### config.mk
export PLATFORM = sky130hd
export DESIGN_NAME = ap_ctrl_driver
export DESIGN_NICKNAME = d
export VERILOG_FILES = /design/src/rtl/ap_ctrl_driver.sv
export SDC_FILE = /design/constraint.sdc
export NUM_CORES = 1
export LEC_CHECK = 0
export ABC_CLOCK_PERIOD_IN_PS = 3800
export BUFFER_PORTS_ARGS = -buffer_cell sky130_fd_sc_hd__clkbuf_2
export CAP_MARGIN = 15
export CORE_UTILIZATION = 57
export DETAILED_ROUTE_END_ITERATION = 6
export GPL_TIMING_DRIVEN = 0
export HOLD_SLACK_MARGIN = 0.15
export PLACE_DENSITY = 0.91
export RECOVER_POWER = 100
export SYNTH_ARGS = -nofsm -noshare
export SYNTH_HDL_FRONTEND = slang
export SYNTH_SLANG_ARGS = --single-unit
### constraint.sdc
create_clock -name clock -period 3.8 [get_ports clock]
set_clock_uncertainty 0.2 [all_clocks]
set_input_delay 0.76 -clock clock [delete_from_list [all_inputs] [get_ports clock]]
set_output_delay 0.76 -clock clock [all_outputs]
set_load 0.02 [all_outputs]
### src/rtl/ap_ctrl_driver.sv
`default_nettype none
// ============================================================================
// Module      : ap_ctrl_driver
// Description : ap_ctrl_hs initiator for a non-dataflow HLS kernel. Issues a
//               programmed number of calls one at a time, measures per-call
//               latency statistics and guards each call with a watchdog.
// Revision    : 1.0 - initial release
// ============================================================================
module ap_ctrl_driver #(
    parameter int CNT_W = 32,
    parameter int TXN_W = 16
) (
    input  logic             clock,
    input  logic             reset,
    input  logic             go,
    input  logic [TXN_W-1:0] cfg_num_txn,
    input  logic [CNT_W-1:0] cfg_timeout,
    output logic             ap_start,
    input  logic             ap_ready,
    input  logic             ap_done,
    input  logic             ap_idle,
    output logic             busy,
    output logic             finish,
    output logic             timeout_err,
    output logic [TXN_W-1:0] txn_count,
    output logic [CNT_W-1:0] last_latency,
    output logic [CNT_W-1:0] min_latency,
    output logic [CNT_W-1:0] max_latency,
    output logic [CNT_W-1:0] total_cycles
);

    localparam logic [2:0] S_IDLE      = 3'd0;
    localparam logic [2:0] S_ARM       = 3'd1;
    localparam logic [2:0] S_START     = 3'd2;
    localparam logic [2:0] S_WAIT_DONE = 3'd3;
    localparam logic [2:0] S_DONE      = 3'd4;
    localparam logic [2:0] S_ERR       = 3'd5;

    localparam logic [CNT_W-1:0] C_CNT_ONES = {CNT_W{1'b1}};
    localparam logic [CNT_W-1:0] C_CNT_ONE  = {{(CNT_W-1){1'b0}}, 1'b1};
    localparam logic [TXN_W-1:0] C_TXN_ONE  = {{(TXN_W-1){1'b0}}, 1'b1};

    logic [2:0]       state_q,  state_d;
    logic [TXN_W-1:0] num_q,    num_d;
    logic [CNT_W-1:0] tmo_q,    tmo_d;
    logic [CNT_W-1:0] lat_q,    lat_d;
    logic [TXN_W-1:0] txn_q,    txn_d;
    logic [CNT_W-1:0] last_q,   last_d;
    logic [CNT_W-1:0] min_q,    min_d;
    logic [CNT_W-1:0] max_q,    max_d;
    logic [CNT_W-1:0] total_q,  total_d;
    logic             finish_q, finish_d;
    logic             terr_q,   terr_d;
    logic             start_q;
    logic             busy_q;

    logic             w_busy_now;
    logic             w_busy_next;
    logic             w_call_done;
    logic [TXN_W-1:0] w_txn_inc;

    assign w_busy_now  = (state_q == S_ARM) || (state_q == S_START) || (state_q == S_WAIT_DONE);
    assign w_busy_next = (state_d == S_ARM) || (state_d == S_START) || (state_d == S_WAIT_DONE);
    // In START a call only completes once the kernel has also accepted its inputs.
    assign w_call_done = (state_q == S_START) ? (ap_ready && ap_done) : ap_done;
    assign w_txn_inc   = txn_q + C_TXN_ONE;

    always_comb begin
        state_d  = state_q;
        num_d    = num_q;
        tmo_d    = tmo_q;
        lat_d    = lat_q;
        txn_d    = txn_q;
        last_d   = last_q;
        min_d    = min_q;
        max_d    = max_q;
        total_d  = total_q;
        finish_d = finish_q;
        terr_d   = terr_q;

        if (w_busy_now && (total_q != C_CNT_ONES)) begin
            total_d = total_q + C_CNT_ONE;
        end

        case (state_q)
            S_IDLE, S_DONE, S_ERR: begin
                if (go) begin
                    num_d   = cfg_num_txn;
                    tmo_d   = cfg_timeout;
                    txn_d   = '0;
                    last_d  = '0;
                    max_d   = '0;
                    min_d   = C_CNT_ONES;
                    total_d = '0;
                    terr_d  = 1'b0;
                    if (cfg_num_txn == '0) begin
                        state_d  = S_DONE;
                        finish_d = 1'b1;
                    end else begin
                        state_d  = S_ARM;
                        finish_d = 1'b0;
                    end
                end
            end
            S_ARM: begin
                if (ap_idle) begin
                    state_d = S_START;
                    lat_d   = C_CNT_ONE;
                end
            end
            S_START, S_WAIT_DONE: begin
                if (lat_q != C_CNT_ONES) begin
                    lat_d = lat_q + C_CNT_ONE;
                end
                // Completion beats the watchdog when both land in the same cycle.
                if (w_call_done) begin
                    last_d = lat_q;
                    txn_d  = w_txn_inc;
                    if (lat_q < min_q) min_d = lat_q;
                    if (lat_q > max_q) max_d = lat_q;
                    if (w_txn_inc == num_q) begin
                        state_d  = S_DONE;
                        finish_d = 1'b1;
                    end else begin
                        state_d  = S_ARM;
                    end
                end else if ((tmo_q != '0) && (lat_q == tmo_q)) begin
                    state_d  = S_ERR;
                    terr_d   = 1'b1;
                    finish_d = 1'b1;
                end else if ((state_q == S_START) && ap_ready) begin
                    state_d = S_WAIT_DONE;
                end
            end
            default: begin
                state_d = S_IDLE;
            end
        endcase
    end

    always_ff @(posedge clock) begin
        if (reset) begin
            state_q  <= S_IDLE;
            num_q    <= '0;
            tmo_q    <= '0;
            lat_q    <= '0;
            txn_q    <= '0;
            last_q   <= '0;
            min_q    <= C_CNT_ONES;
            max_q    <= '0;
            total_q  <= '0;
            finish_q <= 1'b0;
            terr_q   <= 1'b0;
            start_q  <= 1'b0;
            busy_q   <= 1'b0;
        end else begin
            state_q  <= state_d;
            num_q    <= num_d;
            tmo_q    <= tmo_d;
            lat_q    <= lat_d;
            txn_q    <= txn_d;
            last_q   <= last_d;
            min_q    <= min_d;
            max_q    <= max_d;
            total_q  <= total_d;
            finish_q <= finish_d;
            terr_q   <= terr_d;
            start_q  <= (state_d == S_START);
            busy_q   <= w_busy_next;
        end
    end

    assign ap_start     = start_q;
    assign busy         = busy_q;
    assign finish       = finish_q;
    assign timeout_err  = terr_q;
    assign txn_count    = txn_q;
    assign last_latency = last_q;
    assign min_latency  = min_q;
    assign max_latency  = max_q;
    assign total_cycles = total_q;

endmodule
`default_nettype wire

---- Word level (Yosys, flattened, before mapping) ----
Index checks and enable logic that the tools add are counted.
word-level totals
  flip-flop bits (word level) ............. 231
  logic and storage cells ................. 99
operators by class
  add/sub/neg operators ................... 3
  magnitude comparators ................... 2
  equality and inequality tests ........... 22
  multiplexer cells ....................... 37
  reductions and logical operators ........ 22
operators with widths
  kind                   number
  $mux 32                12
  $pmux 32 s2            4
  $add 32x1->32 const B  2
  $ne 32x32->1 const B   2
  $eq 32x32->1           1
  $gt 32x32->1           1
  $lt 32x32->1           1
  $mux 16                2
  $pmux 16 s2            1
  $reduce_bool 32->1     1
  $mux 3                 7
  $add 16x1->16 const B  1
  $eq 16x16->1           1
  $logic_not 16->1       1
  $ne 2x2->1 const B     8
  $reduce_and 4->1       4
  $eq 3x2->1 const B     4
  $pmux 3 s3             1
  $mux 1                 8
  $eq 3x1->1 const B     2
  $eq 3x3->1 const B     2
  $ne 3x3->1 const B     2
  $reduce_and 3->1       2
  $logic_and 1x1->1      4
  other kinds (7)        12

---- Longest topological paths before layout ----
Gate-level depths: netlist (run 1).
  word-level depth ........................ 9
  mapped depth ............................ 11
  gate-level depth less buffers ........... 9

---- Worst setup path before layout (run 1) ----
Ideal clock, no wire load.
  path kind ............................... register to register
  start point ............................. reg txn_q[0] (netlist: txn_count[0])
  end point ............................... reg start_q (netlist: ap_start)
  arrival ................................. 2.638 ns
  data required time ...................... 3.541 ns
  slack ................................... 0.902 ns
  stages on the path, launching flop included .. 9
  buffers on the path ..................... 0
  cells stage by stage .................... dfxtp_1 > ha_1 > nand3_2 > or4_4 > o32ai_2 > a31oi_1 > or4_4 > o21ai_2 > and3_1
on the way
  longest elaborated chain between the ends .. 6
RTL lines
  element                 line  text
  start, declared         47    logic [TXN_W-1:0] txn_q, txn_d;
  start signal, assigned  161   txn_q <= txn_d;
  $add 16x1->16           66    assign w_txn_inc = txn_q + C_TXN_ONE;
  $eq 16x16->1            121   if (w_txn_inc == num_q) begin
  $mux 3                  121
  $mux 3                  116   if (w_call_done) begin
  $pmux 3 s3              85    case (state_q)
  $eq 3x2->1              168   start_q <= (state_d == S_START);
  end signal, assigned    168
  end, declared           54    logic start_q;
Every way passes these cells.
A chain may end at the register's enable or synchronous reset.

---- Worst setup path after layout (run 1) ----
  start point ............................. reg state_q[0]
  end point ............................... reg max_q[21] (netlist: max_latency[21])
on the way
  longest elaborated chain between the ends .. 4
  elaborated cells between the ends (all ways) .. 14
  classes of those cells .................. eq/ne (7); mux (2); reduce/logical (5)
RTL lines
  element                                                                  line  text
  start, declared                                                          43    logic [2:0] state_q, state_d;
  start signal, assigned                                                   157   state_q <= state_d;
  $eq 3x3->1 (tied with other cells)                                       85
  $reduce_or 3->1 (tied with other cells)                                  85
  $ne 2x2->1 (no source line) / $reduce_bool 2->1 (equally long branches)  -
  $reduce_and 4->1 (no source line)                                        -
  end signal, assigned                                                     164   max_q <= max_d;
  end, declared                                                            50    logic [CNT_W-1:0] max_q, max_d;
Several ways; a longest one is shown, not always the timed one.

==> results of run 1 <==
==> path summary, 6_finish.rpt <==
kind / depth (start not counted) / from / endpoint / slack [ns]
hold / removal: 3 / cfg_timeout[8] / tmo_q[8]$_SDFFE_PP0P_ / 0.25
setup reg to reg: 9 / state_q[0]$_SDFF_PP0_ / max_latency[21]$_SDFFE_PP0P_ / 0.07
setup / recovery: 9 / state_q[0]$_SDFF_PP0_ / max_latency[21]$_SDFFE_PP0P_ / 0.07
hold reg to reg: 2 / num_q[0]$_SDFFE_PP0P_ / num_q[0]$_SDFFE_PP0P_ / 0.27
==> flip-flops by register name, indices dropped and copies added, names as in the netlist <==
signal        cells
last_latency     32
lat_q            32
max_latency      32
min_latency      32
tmo_q            32
total_cycles     32
num_q            16
txn_count        16
state_q           3
ap_start          1
busy              1
finish            1
timeout_err       1
==> tightest hold or removal path, cell delays in order <==
cell and delay, ns:
clkbuf_2 0.08, nand2_1 0.04, a21oi_1 0.05
==> cells by family (layout without fill, tap and decap cells) <==
family	count (synthesis)	count (layout)	share of synthesized area, %
mux	1	1	0.08145
simple gates	643	643	25.20
fa+ha+maj	66	66	6.720
buf+inv	174	419	6.007
flops	231	231	37.63
compound gates	332	332	16.88
xor+xnor	105	105	7.483
==> power breakdown <==
| group | internal, W | switching [W] |
|---|---|---|
| Clock | 0.00148 | 0.00102 |
| Combinational | 0.000160 | 0.000355 |
| Sequential | 0.00247 | 0.0000583 |
| Total | 0.00411 | 0.00143 |
==> cell usage in the layout (no fill, tap or decap), types with 5 or more instances in the layout <==
master / instances
o211ai_1: 10
o21a_1: 5
o2111ai_1: 6
nor2b_1: 36
a211oi_1: 5
o22a_1: 32
nor3_1: 22
nand2_1: 235
nand4_1: 35
buf_6: 7
dfxtp_1: 231
clkbuf_1: 236
inv_1: 70
clkinv_2: 6
o21ai_0: 94
nor4_1: 30
a21oi_1: 95
buf_2: 7
xnor2_1: 32
nand3_1: 70
nor2_1: 135
a31oi_1: 39
ha_1: 66
clkbuf_16: 25
xor2_1: 73
and3_1: 19
a21o_1: 9
and4_1: 10
clkbuf_2: 53
and2_1: 6
or3_1: 10
nand2b_1: 6
==> metrics by stage <==
stage          TNS, ns  instance area, um^2  power [W]
3_3_place_gp    -3.023                13640   0.003070
2_1_floorplan        0                12290   0.002910
5_1_grt              0                14270   0.005710
6_report             0                14270   0.005540
4_1_cts              0                14480   0.005535
3_5_place_dp    -3.155                13640   0.003088
==> per-layer routing <==
layer / GRT usage, % / up-vias / share of wire (%)
met4: 15.31 / 0 / 4.8
met5: 0 / - / 0
li1: - / 5877 / -
met2: 51.33 / 727 / 44
met1: 43.28 / 5706 / 41
met3: 6.667 / 145 / 11
==> cell type report <==
type                    count  area, um^2
clock buffers              29       670.6
fillers                  1779        6822
clock inverters            15       172.7
flip-flops and latches    231        4624
repair buffers            201       819.5
plain buffers             104       470.5
well taps                 275       344.1
inverters                  70       262.8
multi-input cells        1147        6902
==> impl_metrics.csv, run 1 <==
group,metric,value,unit
worst_setup_path,slowest_stage,"nor2_1",
drt,drt_iter0_drc,1217,
finish,stdcell_count,2072,
synthesis,seq_area_frac_synth,37.63,%
synthesis,yosysWarnings,0,
synthesis,synth-edff-count,0,
synthesis,yosys.area.top_type,"dfxtp_1",
synthesis,syn-cell-area,12290,um^2
clock_network,cts_tree,"done",
worst_setup_path,cp-end-kind,"register",
finish,utilization,67.65,%
timing,slew_headroom,24.02,%
floorplanning,coreArea,21090,um^2
power,p_leak,5.653,nW
timing,finalWorstSetupSlack,0.06514,ns
drt,vias_per_cell,6.011,
timing,hold_viol_final,0,
timing,rsz0062_at_grt,"false",
floorplanning,initial_core_util,58.28,%
place,routabilityCongestion,0.9706,
place,port_buffers,201,
finish,antenna_cells,0,
clock_network,clk_latency,0.53,ns
synthesis,synthCells,1552,
worst_setup_path,critPathTopFamily,"compound AO/OA/AOI/OAI gates",
worst_setup_path,cp-start-kind,"register",
drt,wl,36920,um
run,cap_violations,0,
timing,slew_violations,0,
clock_network,cts_buffer_depth,3,
clock_network,numCtsBuffers,25,
global_route,grt_overflow,0,
clock_network,ctsRootBufferMaster,"clkbuf_16",
finish,area_growth,16.09,%
worst_hold_path,hold_class,"input port to register",
timing,hold_ws,0.2511,ns
drt,post-route-drc-count,0,
clock_network,path_clk_slew,0.06,ns
clock_network,cts_setup_buffers,0,
clock_network,htreeDepth,1,
drt,dr.pass1.iters,5,
power,ir_drop,0.2702,mV
place,hpwl,27730,um
synthesis,ys_ff_latch,231,
drt,via_count,12460,
floorplanning,rows,53,
worst_setup_path,cp.required,3.99,ns
synthesis,synthTopCellsByArea,"dfxtp_1, nand2_1, ha_1",
clock_network,cts_resized,0,
synthesis,synthArstFlopShare,0,%
worst_setup_path,path_max_fanout,10,
timing,worst-slew-pin-transition,1.135,ns
run_status,outcome,"completed",
drt,routedWlPerCell,17.82,um
synthesis,synth_nets,1672,
finish,drive_gt1_share,7.513,%
synthesis,synth_top_area_share,37.63,%
floorplanning,pin_count,202,
worst_setup_path,setup.worst_path.class,"register to register",
global_route,grt_pass1_vias,11550,
worst_setup_path,critPathBufInv,2,
drt,drtAntennaViolNets,0,
synthesis,synthMostInstantiatedCell,"nand2_1",
floorplanning,die_h,148.8,um
place,dp_slack,-0.1862,ns
floorplanning,die_area,22150,um^2
timing,timing.final.crit_share,98.29,%
global_route,grt_max_degree,16,
synthesis,synth-main-ff-cell,"dfxtp_1",
timing,setup_viol,0,
synthesis,synth.distinct_cells,76,
synthesis,synth.avg_cell_area,7.918,um^2
worst_setup_path,path_cells,"o21ai_0 > nor2_4 > nor2_1 > a31o_2 > buf_2 > clkbuf_1 > nor2_1 > o21ai_0 > a31oi_1",
global_route,grt_usage,32.77,%
timing,finalCriticalPeriod,3.735,ns
floorplanning,die_w,148.8,um
timing,fmax,267.7,MHz
finish,layout.nets,1900,
global_route,grt_first_pass_wirelength,58170,um
place,dp_cells,2028,
clock_network,cts.sinks,231,
clock_network,cts_hold_buf,0,
worst_setup_path,max_stage_delay,0.90,ns
worst_setup_path,crit_arrival,3.93,ns
synthesis,ys_top_cells_by_count,"nand2_1, dfxtp_1, nor2_1",
power,p_per_area,388.3,nW/um^2
global_route,antenna_found_initial,0,
(Power assumes the default switching activity.)
==> inputs of run 2 (changes only) <==
--- a/config.mk
+++ b/config.mk
@@ -5,10 +5,11 @@
 export SDC_FILE = /design/constraint.sdc
 export NUM_CORES = 1
 export LEC_CHECK = 0
+export ABC_AREA = 1
 export ABC_CLOCK_PERIOD_IN_PS = 3800
 export BUFFER_PORTS_ARGS = -buffer_cell sky130_fd_sc_hd__clkbuf_2
-export CAP_MARGIN = 15
-export CORE_UTILIZATION = 57
+export CORE_MARGIN = 2
+export CORE_UTILIZATION = 58
 export DETAILED_ROUTE_END_ITERATION = 6
 export GPL_TIMING_DRIVEN = 0
 export HOLD_SLACK_MARGIN = 0.15
==> run 2 against run 1 <==
  * Wire length rose by 17%
  * Via count up 12%
  * Sequential share of layout area fell by 1.0 points
  * First-iteration DRC count increased by 23%
  * Utilization up 0.31 points
  * Clock power up 6%
  * Setup slack better by 0.18 ns
  * Synthesized area rose by 3.9%
  * Worst hold slack better by 0.015 ns
  * Critical path type unchanged
  * Largest cell class unchanged
==> impl_metrics.csv, run 2 <==
group,metric,value,unit
worst_setup_path,setup.worst_path.class,"register to register",
place,port_buffers,200,
synthesis,synthArstFlopShare,0,%
synthesis,synth_xor_area_share,3.429,%
synthesis,synth.avg_cell_area,6.874,um^2
global_route,grt_max_degree,14,
worst_setup_path,reg2reg_slack,0.25,ns
floorplanning,die_h,152.4,um
floorplanning,rows,54,
timing,hold_viol_final,0,
timing,fmax,281.7,MHz
drt,routedWlPerCell,18.06,um
timing,worst-slew-pin-transition,0.9243,ns
worst_setup_path,r2r_cells,11,
synthesis,syn-cell-area,12770,um^2
drt,drt_iter0_drc,1500,
clock_network,cts_buffer_depth,3,
worst_setup_path,path_max_fanout,10,
place,routabilityCongestion,0.9974,
timing,rsz0062_at_grt,"false",
global_route,grt_usage,35.76,%
power,seqPwrFrac,41.7,%
synthesis,synth-edff-count,0,
clock_network,clk_latency,0.53,ns
worst_setup_path,max_stage_delay,0.48,ns
clock_network,cts_resized,0,
power,total_power,0.006536,W
timing,setup_viol,0,
drt,vias_per_cell,5.870,
clock_network,cts_tree,"done",
timing,finalCriticalPeriod,3.550,ns
synthesis,ys_ff_latch,231,
worst_setup_path,cp.required,4.06,ns
power,p_int,0.004518,W
synthesis,synth_nets,1978,
synthesis,synthCells,1858,
global_route,grt_overflow,0,
power,pwr-share-comb,18.1,%
clock_network,cts.sinks,231,
synthesis,synthTopCellsByArea,"dfxtp_1, nand2_1, nor2_1",
power,p_per_area,443.5,nW/um^2
timing,slew_headroom,38.38,%
synthesis,synth_compound_area_share,15.43,%
power,p_leak,6.126,nW
worst_setup_path,r2r_start,"lat_q[14]$_SDFFE_PP0P_",
finish,drive_gt1_share,5.745,%
finish,antenna_cells,0,
worst_setup_path,path_cells,"ha_1 > nand4_1 > or3_1 > o21ai_0 > nand2_1 > nand3_1 > nand2_1 > nand2_1 > clkbuf_1 > nand2_1 > nand3_1",
worst_hold_path,min_from,"go",
synthesis,synth-main-ff-cell,"dfxtp_1",
worst_setup_path,critPathTopFamily,"simple AND/OR/NAND/NOR gates",
finish,layout.nets,2206,
place,hpwl,32400,um
synthesis,ys_top_cells_by_count,"nand2_1, nor2_1, dfxtp_1",
synthesis,synth-simple-area-share,29.19,%
clock_network,cts_hold_buf,0,
synthesis,synth_top_area_share,36.21,%
timing,finalWorstSetupSlack,0.2500,ns
place,dp_slack,0.5267,ns
clock_network,numCtsBuffers,26,
synthesis,muxShareOfSynthArea,0,%
finish,stdcell_count,2386,
global_route,grt_pass1_vias,13150,
floorplanning,initial_core_util,58.89,%
clock_network,cts_setup_buffers,0,
power,power.switching,0.002019,W
floorplanning,die_area,23220,um^2
finish,area_growth,15.40,%
power,swShare,30.88,%
worst_setup_path,cp-start-kind,"register",
worst_hold_path,hold_class,"input port to register",
clock_network,ctsRootBufferMaster,"clkbuf_16",
drt,post-route-drc-count,0,
worst_setup_path,cp-end-kind,"register",
clock_network,htreeDepth,1,
finish,final_cell_mix,"nand2_1, nor2_1, dfxtp_1, clkbuf_1, inv_1",
worst_hold_path,hold_depth,2,
global_route,grt_first_pass_wirelength,67900,um
synthesis,yosysWarnings,0,
timing,tns,0,ns
worst_setup_path,slowest_stage,"nand2_1",
worst_setup_path,crit_top_cell,"nand2_1",
floorplanning,die_w,152.4,um
synthesis,seq_area_frac_synth,36.21,%
run_status,outcome,"completed",
worst_hold_path,hold-path-endpoint,"total_cycles[19]$_SDFF_PP0_",
synthesis,synthAdderAreaFrac,6.466,%
synthesis,synthMostInstantiatedCell,"nand2_1",
place,dp_cells,2338,
timing,slew_violations,0,
drt,wl,43090,um
global_route,antenna_found_initial,0,
power,clkPwrFrac,40.2,%
power,ir_drop,0.2681,mV
synthesis,synth.distinct_cells,42,
floorplanning,pin_count,202,
worst_setup_path,worstSetupStartpoint,"lat_q[14]$_SDFFE_PP0P_",
synthesis,synth_top_family_by_area,"simple AND/OR/NAND/NOR gates",
drt,drtAntennaViolNets,0,
finish,utilization,67.96,%
floorplanning,coreArea,21690,um^2
worst_setup_path,r2r_end,"min_latency[27]$_SDFFE_PP1P_",
drt,dr.pass1.iters,6,
clock_network,path_clk_slew,0.06,ns
worst_setup_path,critPathBufInv,1,
timing,timing.final.crit_share,93.42,%
run,cap_violations,0,
worst_setup_path,crit_arrival,3.81,ns
finish,layout_commonest_cell,"nand2_1",
synthesis,yosys.area.top_type,"dfxtp_1",
drt,via_count,14010,
[run 2: cell types whose count changed in the layout (fill, tap and decap cells not counted), sizes merged, moves of 22 or more]
| cell | change |
|---|---|
| nor2 | +111 |
| a31oi | -36 |
| o21ai | +39 |
| nor2b | -35 |
| a21oi | +70 |
| o211ai | +22 |
| nor3 | +25 |
| nand2 | +102 |
| o22a | -32 |
| xor2 | -39 |
| inv | +151 |
| nand3 | +58 |
[run 2: logic make-up after synthesis]
| kind of cell | after synthesis |
|---|---|
| xor+xnor | 50 |
| compound gates | 358 |
| fa+ha+maj | 66 |
| buf+inv | 305 |
| simple gates | 848 |
| flops | 231 |
[run 2: per-stage QoR]
step           hold WS, ns  instance area (um^2)
2_1_floorplan       0.2441                 12770
3_3_place_gp        0.2587                 14120
3_5_place_dp        0.2647                 14120
4_1_cts             0.2478                 15010
5_1_grt             0.2752                 14740
6_report            0.2661                 14740
[run 2: worst register-to-register path, stage by stage, from the launching register on]
cell      delay (ns)
dfxtp_1         0.42
ha_1            0.35
nand4_1         0.15
or3_1           0.33
o21ai_0         0.44
nand2_1         0.12
nand3_1         0.10
nand2_1         0.28
nand2_1         0.48
clkbuf_1        0.40
nand2_1         0.11
nand3_1         0.11
[run 2: cell type report]
class	count	area, um^2
Timing Repair Buffer	200	815.8
Clock buffer	38	757.0
Multi-Input combinational cell	1322	6892
Buffer	82	329.1
Inverter	223	837.1
Sequential cell	231	4624
Fill cell	1965	6949
Clock inverter	10	133.9
Tap cell	280	350.3
[run 2: routing by layer]
metal | track usage (%) | part of all wire (%)
met1 | 49.08 | 42
met2 | 56.37 | 44
met3 | 5.148 | 10
met4 | 15.67 | 4.3
met5 | 0 | 0
[run 2: worst max path at each step]
stage | endpoint | slack [ns] | cells after the start
after floorplan | max_latency[30]$_SDFFE_PP0P_ | 1.46 | 16
after global placement | min_latency[8]$_SDFFE_PP1P_ | 0.53 | 11
after detailed placement | min_latency[4]$_SDFFE_PP1P_ | 0.53 | 11
after CTS | min_latency[2]$_SDFFE_PP1P_ | 0.50 | 11
after global routing | min_latency[25]$_SDFFE_PP1P_ | 0.11 | 11
final | min_latency[27]$_SDFFE_PP1P_ | 0.25 | 11
[run 2: power groups by stage]
| stage | registers [W] | clock network, W | logic [W] |
|---|---|---|---|
| 2_1_floorplan | 0.00287 | 0 | 0.000667 |
| 4_1_cts | 0.00272 | 0.00262 | 0.00119 |
| 6_report | 0.00273 | 0.00263 | 0.00118 |
| 3_5_place_dp | 0.00277 | 0 | 0.00118 |
| 5_1_grt | 0.00274 | 0.00273 | 0.00130 |
| 3_3_place_gp | 0.00277 | 0 | 0.00115 |
